## config.mk

```make
export PLATFORM = sky130hd
export DESIGN_NAME = sar_search_flat
export DESIGN_NICKNAME = d
export VERILOG_FILES = /design/src/rtl/sar_search_if.sv /design/src/rtl/sar_search.sv /design/src/flat_wrapper.sv
export SDC_FILE = /design/constraint.sdc
export NUM_CORES = 1
export LEC_CHECK = 0
export ABC_AREA = 1
export CAP_MARGIN = 40
export CORE_UTILIZATION = 40
export DETAILED_ROUTE_END_ITERATION = 12
export PLACE_DENSITY = 0.68
export SETUP_SLACK_MARGIN = 0.15
export SLEW_MARGIN = 0
export SYNTH_ARGS = -nofsm -noshare
export SYNTH_HDL_FRONTEND = slang
export SYNTH_SLANG_ARGS = --single-unit
export TNS_END_PERCENT = 1
```

## constraint.sdc

```tcl
create_clock -name clk -period 3.8 [get_ports clk]
set_input_delay 0.95 -clock clk [delete_from_list [all_inputs] [get_ports clk]]
set_output_delay 0.95 -clock clk [all_outputs]
set_load 0.1 [all_outputs]
```

## src/rtl/sar_search_if.sv

```systemverilog
// sar_search_if
//   Bundles the start/result handshake and the comparator flag/trial signals
//   of the successive-approximation search controller.
//   master modport: the search controller (drives guess and the status outputs).
//   slave modport : the environment (control FSM plus the comparator).
//   Signals: start, gt, eq, lt (into controller); guess, busy, done, result,
//   found, err (out of controller).
interface sar_search_if #(
  parameter int WIDTH = 3
);
  logic             start;
  logic             gt;
  logic             eq;
  logic             lt;
  logic [WIDTH-1:0] guess;
  logic             busy;
  logic             done;
  logic [WIDTH-1:0] result;
  logic             found;
  logic             err;

  modport master (
    input  start, gt, eq, lt,
    output guess, busy, done, result, found, err
  );

  modport slave (
    output start, gt, eq, lt,
    input  guess, busy, done, result, found, err
  );
endinterface

```

## src/rtl/sar_search.sv

```systemverilog
// sar_search
//   Successive-approximation search controller. Drives the b operand of an
//   external combinational magnitude comparator one trial value per clock,
//   MSB first, and recovers the unknown value on the comparator a operand.
//   Ports:
//     clk    - rising-edge clock
//     rst_n  - asynchronous active-low reset
//     bus    - sar_search_if.master: start, gt/eq/lt in; guess, busy, done,
//              result, found, err out
//   Build option:
//     SAR_SEARCH_EARLY_EXIT_EN - when defined, an eq flag ends the search at
//     once; otherwise eq keeps the bit like gt and all WIDTH probes run.
module sar_search #(
  parameter int WIDTH = 3
) (
  input  logic          clk,
  input  logic          rst_n,
  sar_search_if.master  bus
);

  localparam int KW = (WIDTH > 1) ? $clog2(WIDTH) : 1;
  localparam logic [WIDTH-1:0] ONE = WIDTH'(1);
`ifdef SAR_SEARCH_EARLY_EXIT_EN
  localparam bit EARLY_EXIT = 1'b1;
`else
  localparam bit EARLY_EXIT = 1'b0;
`endif

  typedef enum logic [1:0] {IDLE, PROBE, DONE} state_t;

  state_t           state_q, state_d;
  logic [WIDTH-1:0] acc_q, acc_d;
  logic [KW-1:0]    k_q, k_d;
  logic [WIDTH-1:0] result_q, result_d;
  logic             found_q, found_d;
  logic             err_q, err_d;
  logic [WIDTH-1:0] guess_w;
  logic [WIDTH-1:0] acc_next;

  // A well-behaved comparator asserts exactly one of its three flags.
  function automatic logic flags_onehot(input logic g, input logic e, input logic l);
    return ({g, e, l} == 3'b100) || ({g, e, l} == 3'b010) || ({g, e, l} == 3'b001);
  endfunction

  // Trial value comes purely from registers so the comparator loop has no
  // combinational path back through the flags.
  assign guess_w = (state_q == PROBE) ? (acc_q | (ONE << k_q)) : '0;

  always_ff @(posedge clk or negedge rst_n) begin
    if (!rst_n) begin
      state_q  <= IDLE;
      acc_q    <= '0;
      k_q      <= '0;
      result_q <= '0;
      found_q  <= 1'b0;
      err_q    <= 1'b0;
    end else begin
      state_q  <= state_d;
      acc_q    <= acc_d;
      k_q      <= k_d;
      result_q <= result_d;
      found_q  <= found_d;
      err_q    <= err_d;
    end
  end

  always_comb begin
    state_d  = state_q;
    acc_d    = acc_q;
    k_d      = k_q;
    result_d = result_q;
    found_d  = found_q;
    err_d    = err_q;
    // Without early exit, eq keeps the bit exactly like gt.
    acc_next = (bus.gt || bus.eq) ? guess_w : acc_q;

    unique case (state_q)
      IDLE: begin
        if (bus.start) begin
          state_d  = PROBE;
          k_d      = KW'(WIDTH - 1);
          acc_d    = '0;
          result_d = '0;
          found_d  = 1'b0;
          err_d    = 1'b0;
        end
      end
      PROBE: begin
        if (!flags_onehot(bus.gt, bus.eq, bus.lt)) begin
          state_d  = DONE;
          err_d    = 1'b1;
          found_d  = 1'b0;
          result_d = acc_q;
        end else if (EARLY_EXIT && bus.eq) begin
          state_d  = DONE;
          acc_d    = guess_w;
          result_d = guess_w;
          found_d  = 1'b1;
        end else begin
          acc_d = acc_next;
          if (k_q == '0) begin
            state_d  = DONE;
            result_d = acc_next;
            found_d  = 1'b1;
          end else begin
            k_d = k_q - KW'(1);
          end
        end
      end
      DONE: begin
        state_d = IDLE;
      end
      default: begin
        state_d = IDLE;
      end
    endcase
  end

  assign bus.guess  = guess_w;
  assign bus.busy   = (state_q == PROBE);
  assign bus.done   = (state_q == DONE);
  assign bus.result = result_q;
  assign bus.found  = found_q;
  assign bus.err    = err_q;

endmodule

```

## src/flat_wrapper.sv

```systemverilog
// flat-port wrapper written by rule: the top's interface ports become plain ports
module sar_search_flat 
#(
  parameter int WIDTH = 3
)
  (clk, rst_n, bus_start, bus_gt, bus_eq, bus_lt, bus_guess, bus_busy, bus_done, bus_result, bus_found, bus_err);
  sar_search_if #(.WIDTH(WIDTH)) bus_i ();
  input  logic clk;
  input  logic rst_n;
  input wire logic [$bits(bus_i.start)-1:0] bus_start;
  input wire logic [$bits(bus_i.gt)-1:0] bus_gt;
  input wire logic [$bits(bus_i.eq)-1:0] bus_eq;
  input wire logic [$bits(bus_i.lt)-1:0] bus_lt;
  output wire logic [$bits(bus_i.guess)-1:0] bus_guess;
  output wire logic [$bits(bus_i.busy)-1:0] bus_busy;
  output wire logic [$bits(bus_i.done)-1:0] bus_done;
  output wire logic [$bits(bus_i.result)-1:0] bus_result;
  output wire logic [$bits(bus_i.found)-1:0] bus_found;
  output wire logic [$bits(bus_i.err)-1:0] bus_err;
  assign bus_i.start = bus_start;
  assign bus_i.gt = bus_gt;
  assign bus_i.eq = bus_eq;
  assign bus_i.lt = bus_lt;
  assign bus_guess = bus_i.guess;
  assign bus_busy = bus_i.busy;
  assign bus_done = bus_i.done;
  assign bus_result = bus_i.result;
  assign bus_found = bus_i.found;
  assign bus_err = bus_i.err;
  sar_search #(.WIDTH(WIDTH)) u_core (.clk(clk), .rst_n(rst_n), .bus(bus_i));
endmodule
```

==> results of run 1 <==
worst max-delay path: stages, from the launching register on:
cell and delay (ns):
dfrtp_1 0.42, nor2_4 0.26, nand2_1 0.12, nand2_1 0.09
buf_4 0.28
stage by stage:
stage | util (%) | hold slack, ns
finish | 61.2 | 0.482
global route | 61.2 | 0.527
detailed placement | 58.9 | 0.464
floorplan | - | 0.463
global placement | 54.1 | 0.463
CTS | 61.2 | 0.485
per-layer routing:
metal / global-route usage [%] / wire length, um
met1: 23.0 / 685
met2: 29.1 / 601
met3: 7.50 / 65
met4: 7.50 / 18
met5: 0 / 0
worst max path at each step:
stage / startpoint / to / slack (ns) / cells after the start
global placement: u_core.bus.err / bus_err / 1.40 / 1
finish: u_core.state_q[1] / bus_guess[0] / 1.40 / 4
global route: u_core.state_q[0] / bus_guess[0] / 1.29 / 5
CTS: u_core.state_q[1] / bus_guess[0] / 1.38 / 4
detailed placement: bus_eq / u_core.acc_q[2] / 1.46 / 7
floorplan: u_core.k_q[0] / bus_guess[2] / 0.94 / 4
flip-flops by register name, summed over array words and instances (netlist names):
register and cells:
u_core.bus.result 3, u_core.bus.found 1, u_core.acc_q 3, u_core.state_q 2, u_core.k_q 2, u_core.bus.err 1
area by class of cell:
class | count | share of cell area [%]
clock buffer | 4 | 3.80
inverter | 11 | 4.33
multi-input combinational | 66 | 36.0
sequential | 12 | 31.5
tap | 16 | 2.10
timing repair buffer | 20 | 22.3
kinds of logic after synthesis:
family,Yosys count,share of synthesized area (%)
compound gates,9,8.21
simple gates,54,36.5
flops,12,43.8
fa+ha+maj,3,5.48
buf+inv,11,6.02
synth_stat cells:
| cell type | instances | share of area [%] |
|---|---|---|
| ha_1 | 3 | 5.5 |
| nor2_1 | 7 | 3.8 |
| nand2_2 | 5 | 4.6 |
| o21ai_1 | 1 | 0.73 |
| a21oi_1 | 1 | 0.73 |
| nor2_2 | 1 | 0.91 |
| nand3_2 | 1 | 1.5 |
| inv_1 | 9 | 4.9 |
| inv_2 | 2 | 1.1 |
| nor2_4 | 1 | 1.6 |
| nand2_4 | 2 | 3.3 |
| o21ai_2 | 3 | 3.8 |
| dfrtp_1 | 12 | 44 |
| nand2_1 | 34 | 19 |
| o21ai_0 | 4 | 2.9 |
| nand3_1 | 3 | 2.2 |
==> impl_metrics.csv, run 1 <==
group,metric,value,unit
final_layout,layout.nets,123,
place,portBuffers,15,
die,ioPinCount,16,
cts,post_cts.repair.setup_buffers,0,
worst_setup_path,reg2reg_depth,8,
cts,cts-root-buf,"clkbuf_4",
cts,cts_max_level,1,
outcome,violations,"design-rule violations",
final_layout,multi_input_area,344,um2
final_layout,final_cell_mix,"34 x nand2_1, 12 x dfrtp_1, 10 x clkdlybuf4s50_1",
cts,clk-insertion-delay-late,0.27,ns
grt,grt.overflow.total,0,
timing,fin_crit_sh,63.1,%
min_path,holdPathStages,2,
timing,slew_violations,0,
cts,cts_hold_buf,0,
synthesis,synth_seq_cells,12,
final_layout,stdcell_count,129,
route,first_iter_violations,17,
die,rows,14,
timing,fin_tns_setup,0,ns
grt,grt_pass1_wl,2.46,mm
worst_setup_path,startpoint_type,"register",
route,via_count,613,
worst_setup_path,regToRegSetupSlack,2.43,ns
route,routed_wl,1.37,mm
final_layout,area_growth,39.2,%
route,drc_errors,5,
synthesis,ys_seq_area_share,43.8,%
final_layout,drive_gt1_share,25.7,%
cts,cts_made_buffers,3,
timing,maxSlewHeadroom,63.8,%
route,wl_per_cell,10.6,um
worst_setup_path,end_kind,"output pin",
synthesis,yosys.cell_types.count,16,
route,drtAntennaViolNets,0,
worst_setup_path,worstSetupPathType,"register to output pin",
final_layout,finalInstanceArea,955,um2
run,cap_violations,0,
timing,finalClockSkew,0.00152,ns
worst_setup_path,arrival,1.45,ns
synthesis,ys_warn_count,0,
worst_setup_path,r2r_end,"u_core.bus.result[2]",
synthesis,syn_area,686,um2
die,start_util,44.0,%
final_layout,regArea,300,um2
grt,grt_usage,18.6,%
min_path,hp-start,"u_core.bus.result[2]",
place,dp_cells,125,
route,drtPass1Iterations,8,
die,die_w,43.4,um
place,gp_congestion,0.797,
grt,grt_max_degree,13,
place,hpwl,1.10,mm
die,coreArea,1560,um2
final_layout,final_common_cell,"nand2_1",
die,die_h,43.4,um
cts,clk_pin_slew,0.07,ns
cts,cts.sinks,12,
timing,finalWorstSetupSlack,1.40,ns
final_layout,fillCellCount,149,
timing,rsz0062_at_grt,"no",
cts,clockBufferDepth,2,
cts,tritoncts,"yes",
timing,hold_viol_final,0,
timing,tightest_slew,0.541,ns
worst_setup_path,timing.rr.start,"u_core.k_q[0]",
min_path,hold_class,"register to register",
outcome,status,"finished with violations",
die,dieArea,1880,um2
timing,fmax,417,MHz
place,dpl-instance-area,918,um2
route,via_per_inst,4.75,
synthesis,postSynthAreaPerCell,7.70,um2
cts,cts_resized,0,
worst_setup_path,crit_required,2.85,ns
place,pre_cts_ws,1.46,ns
min_path,whs_endpoint,"u_core.bus.result[2]",
timing,fin_crit,2.40,ns
synthesis,synthCells,89,
grt,antenna_found_initial,0,
synthesis,syn_nets,98,
worst_setup_path,critical_path.max_fanout,8,
timing,setup_viol,0,
grt,grt_pass1_vias,586,
final_layout,n_antenna_cell,0,
Power of run 1 is not shown: default switching activity piles up to over one toggle a cycle in this logic, so the estimate is an artifact.
==> inputs of run 2 (changes only) <==
clock period = 2.5 ns   (was 3.8 ns; I/O delays follow)
==> impl_metrics.csv, run 2 (synthesized netlist as in run 1, its figures left out) <==
group,metric,value,unit
final_layout,fillCellCount,143,
timing,rsz0062_at_grt,"no",
route,first_iter_violations,19,
outcome,violations,"design-rule violations",
worst_setup_path,startpoint_type,"register",
worst_setup_path,end_kind,"output pin",
timing,fin_crit_sh,80.9,%
cts,cts-root-buf,"clkbuf_4",
place,portBuffers,15,
timing,tightest_slew,0.552,ns
final_layout,final_common_cell,"nand2_1",
route,drtPass1Iterations,8,
timing,maxSlewHeadroom,63.1,%
timing,fin_crit,2.02,ns
min_path,hp-start,"u_core.bus.result[2]",
place,gp_congestion,0.883,
grt,grt_max_degree,13,
final_layout,finalInstanceArea,893,um2
grt,grt_pass1_vias,565,
cts,clk-insertion-delay-late,0.27,ns
min_path,hold_class,"register to register",
run,cap_violations,0,
final_layout,n_antenna_cell,0,
place,dpl-instance-area,871,um2
worst_setup_path,regToRegSetupSlack,1.12,ns
cts,tritoncts,"yes",
timing,slew_violations,0,
route,drc_errors,4,
cts,post_cts.repair.setup_buffers,0,
route,via_count,614,
die,dieArea,1880,um2
route,routed_wl,1.37,mm
route,via_per_inst,4.99,
die,die_h,43.4,um
timing,setup_viol,0,
outcome,status,"finished with violations",
grt,grt_pass1_wl,2.44,mm
final_layout,layout.nets,118,
grt,grt.overflow.total,0,
die,ioPinCount,16,
worst_setup_path,critical_path.max_fanout,8,
cts,clk_pin_slew,0.08,ns
cts,cts.sinks,12,
place,hpwl,1.06,mm
die,start_util,44.0,%
grt,antenna_found_initial,0,
worst_setup_path,crit_required,1.88,ns
route,wl_per_cell,11.1,um
worst_setup_path,timing.rr.start,"u_core.k_q[0]",
timing,fmax,494,MHz
cts,cts_made_buffers,3,
die,die_w,43.4,um
worst_setup_path,arrival,1.40,ns
worst_setup_path,worstSetupPathType,"register to output pin",
place,dp_cells,120,
final_layout,final_cell_mix,"34 x nand2_1, 12 x dfrtp_1, 9 x inv_1",
die,coreArea,1560,um2
cts,cts_hold_buf,0,
cts,cts_resized,0,
final_layout,stdcell_count,123,
final_layout,drive_gt1_share,27.1,%
die,rows,14,
timing,hold_viol_final,0,
timing,finalClockSkew,0.00378,ns
worst_setup_path,crit_start,"u_core.state_q[0]",
cts,cts_max_level,1,
final_layout,area_growth,30.3,%
route,drtAntennaViolNets,0,
cts,clockBufferDepth,2,
timing,fin_tns_setup,0,ns
grt,grt_usage,17.6,%
run 2: per-layer routing:
| layer | share of wire (%) | global-route usage [%] |
|---|---|---|
| met5 | 0 | 0 |
| met4 | 2.1 | 9.38 |
| met3 | 6.0 | 4.17 |
| met2 | 43 | 25.8 |
| met1 | 49 | 24.1 |
run 2: path summary, 6_finish.rpt:
kind / to / cells after the start
min: u_core.bus.result[2] / 2
max reg2reg: u_core.bus.result[2] / 8
max: bus_guess[0] / 5
min in group asynchronous: u_core.bus.result[0] / 1
max in group asynchronous: u_core.bus.err / 1
min reg2reg: u_core.bus.result[2] / 2
run 2: critical path, cell delays in order (launching register included):
cell and delay [ns]:
dfrtp_1 0.40, inv_2 0.06, nor2_4 0.23, nand2_1 0.13, nand2_1 0.13, buf_12 0.18
run 2: area by class of cell:
| cell class | instances | area (um2) | area share [%] |
|---|---|---|---|
| Multi-Input combinational cell | 66 | 347 | 38.8 |
| Sequential cell | 12 | 300 | 33.6 |
| Timing Repair Buffer | 15 | 163 | 18.2 |
| Inverter | 11 | 41.3 | 4.62 |
| Clock buffer | 3 | 22.5 | 2.52 |
| Tap cell | 16 | 20.0 | 2.24 |
run 2: metrics by stage:
stage,hold WS (ns),worst slack (ns),utilization (%)
after floorplan,0.329,-0.0117,-
after global placement,0.465,0.503,55.9
after detailed placement,0.470,0.524,55.9
after CTS,0.490,0.476,57.3
after global routing,0.502,0.397,57.3
final,0.485,0.478,57.3
Power of run 2 is left out for the same reason.
==> inputs of run 3 (changes only) <==
PLACE_DENSITY = 0.71   (was 0.68)
clock period = 1.86 ns   (was 2.5 ns; I/O delays follow)
==> impl_metrics.csv, run 3 (synthesized netlist as in run 1, its figures left out) <==
group,metric,value,unit
outcome,status,"finished with violations",
outcome,violations,"design-rule violations",
route,via_count,685,
timing,rsz0062_at_grt,"yes",
place,hpwl,1.09,mm
worst_setup_path,end_kind,"output pin",
cts,tritoncts,"yes",
final_layout,final_common_cell,"nand2_1",
grt,grt_pass1_wl,2.65,mm
place,dpl-instance-area,975,um2
die,start_util,44.0,%
die,ioPinCount,16,
final_layout,area_growth,62.0,%
timing,slew_violations,0,
cts,cts_max_level,1,
final_layout,fillCellCount,108,
grt,grt_max_degree,13,
worst_setup_path,crit_required,1.39,ns
cts,cts.sinks,12,
worst_setup_path,timing.rr.start,"u_core.state_q[0]",
die,rows,14,
timing,finalWorstSetupSlack,0.0195,ns
final_layout,regArea,300,um2
worst_setup_path,regToRegSetupSlack,0.33,ns
route,drc_errors,4,
cts,cts-root-buf,"clkbuf_4",
timing,finalClockSkew,0.00351,ns
timing,maxSlewHeadroom,64.7,%
route,routed_wl,1.66,mm
worst_setup_path,arrival,1.38,ns
route,via_per_inst,5.07,
die,die_h,43.4,um
worst_setup_path,worstSetupPathType,"register to output pin",
final_layout,finalInstanceArea,1110,um2
final_layout,n_antenna_cell,0,
grt,antenna_found_initial,0,
min_path,whs_endpoint,"u_core.acc_q[0]",
cts,clockBufferDepth,2,
die,coreArea,1560,um2
timing,fin_crit,1.84,ns
min_path,hp-start,"u_core.acc_q[0]",
final_layout,layout.nets,129,
timing,tightest_slew,0.528,ns
grt,grt_pass1_vias,620,
cts,clk_pin_slew,0.08,ns
timing,fmax,543,MHz
grt,grt.overflow.total,0,
timing,fin_crit_sh,98.9,%
worst_setup_path,reg2reg_depth,12,
min_path,holdPathStages,2,
die,die_w,43.4,um
route,first_iter_violations,32,
die,dieArea,1880,um2
grt,grt_usage,19.2,%
worst_setup_path,critical_path.max_fanout,2,
final_layout,final_cell_mix,"33 x nand2_1, 12 x dfrtp_1, 11 x buf_4",
place,gp_congestion,0.944,
route,wl_per_cell,12.3,um
route,drtAntennaViolNets,0,
min_path,hold_class,"register to register",
cts,cts_made_buffers,3,
timing,setup_viol,0,
worst_setup_path,startpoint_type,"register",
place,portBuffers,15,
timing,hold_viol_final,0,
route,drtPass1Iterations,8,
place,pre_cts_ws,0.0639,ns
worst_setup_path,r2r_end,"u_core.bus.result[1]",
final_layout,multi_input_area,377,um2
cts,clk-insertion-delay-late,0.28,ns
final_layout,drive_gt1_share,41.2,%
run,cap_violations,0,
## run 3: cell count changes in the layout (fill, tap and decap cells not counted), sizes merged
cell      before  now
clkbuf         3    4
inv           11   10
buf           10   21
clkinvlp       0    1
## run 3: layout make-up
class                   count  share of cell area, %
clock buffers               4                   3.27
well taps                  16                   1.80
repair buffers             26                   30.0
inverters                  11                   4.05
flip-flops and latches     12                   27.0
multi-input cells          66                   33.9
## run 3: worst max-delay path by stage
stage	from	end	slack, ns	cells after the start
after CTS	u_core.k_q[0]	bus_guess[2]	0.06	5
after floorplan	u_core.state_q[0]	bus_guess[0]	-0.27	4
after global routing	u_core.k_q[0]	bus_guess[2]	-0.01	5
after detailed placement	bus_eq	u_core.bus.result[2]	0.06	8
after global placement	bus_eq	u_core.bus.result[2]	0.05	8
final	u_core.k_q[1]	bus_guess[2]	0.02	5
## run 3: worst max-delay path, cell delays in order, from the launching register on
cell	delay [ns]
dfrtp_1	0.39
buf_4	0.15
ha_4	0.15
nor2_1	0.15
nor2_2	0.09
buf_12	0.17
## run 3: metal layers
metal | global-route usage [%] | part of all wire [%]
met5 | 0 | 0
met4 | 11.3 | 5.3
met3 | 3.75 | 3.7
met2 | 30.3 | 47
met1 | 24.5 | 44
## run 3: stage by stage
step	instances	hold slack (ns)	utilization (%)	setup TNS (ns)
after floorplan	89	0.169	-	-0.739
after global placement	121	0.494	62.5	0
after detailed placement	121	0.498	62.5	0
after CTS	133	0.514	69.5	0
after global routing	135	0.554	71.3	-0.00987
final	135	0.518	71.3	0
## run 3: what timing repair did
| item | 4_1_cts | 5_1_grt |
|---|---|---|
| pin swaps | 4 | 2 |
| endpoints found under the setup margin | 4 | 4 |
| gates resized for setup | 4 | 3 |
| setup buffers | 8 | 2 |
| gates cloned | 0 | 0 |
| hold buffers | 0 | 0 |
Power of run 3 is left out for the same reason.
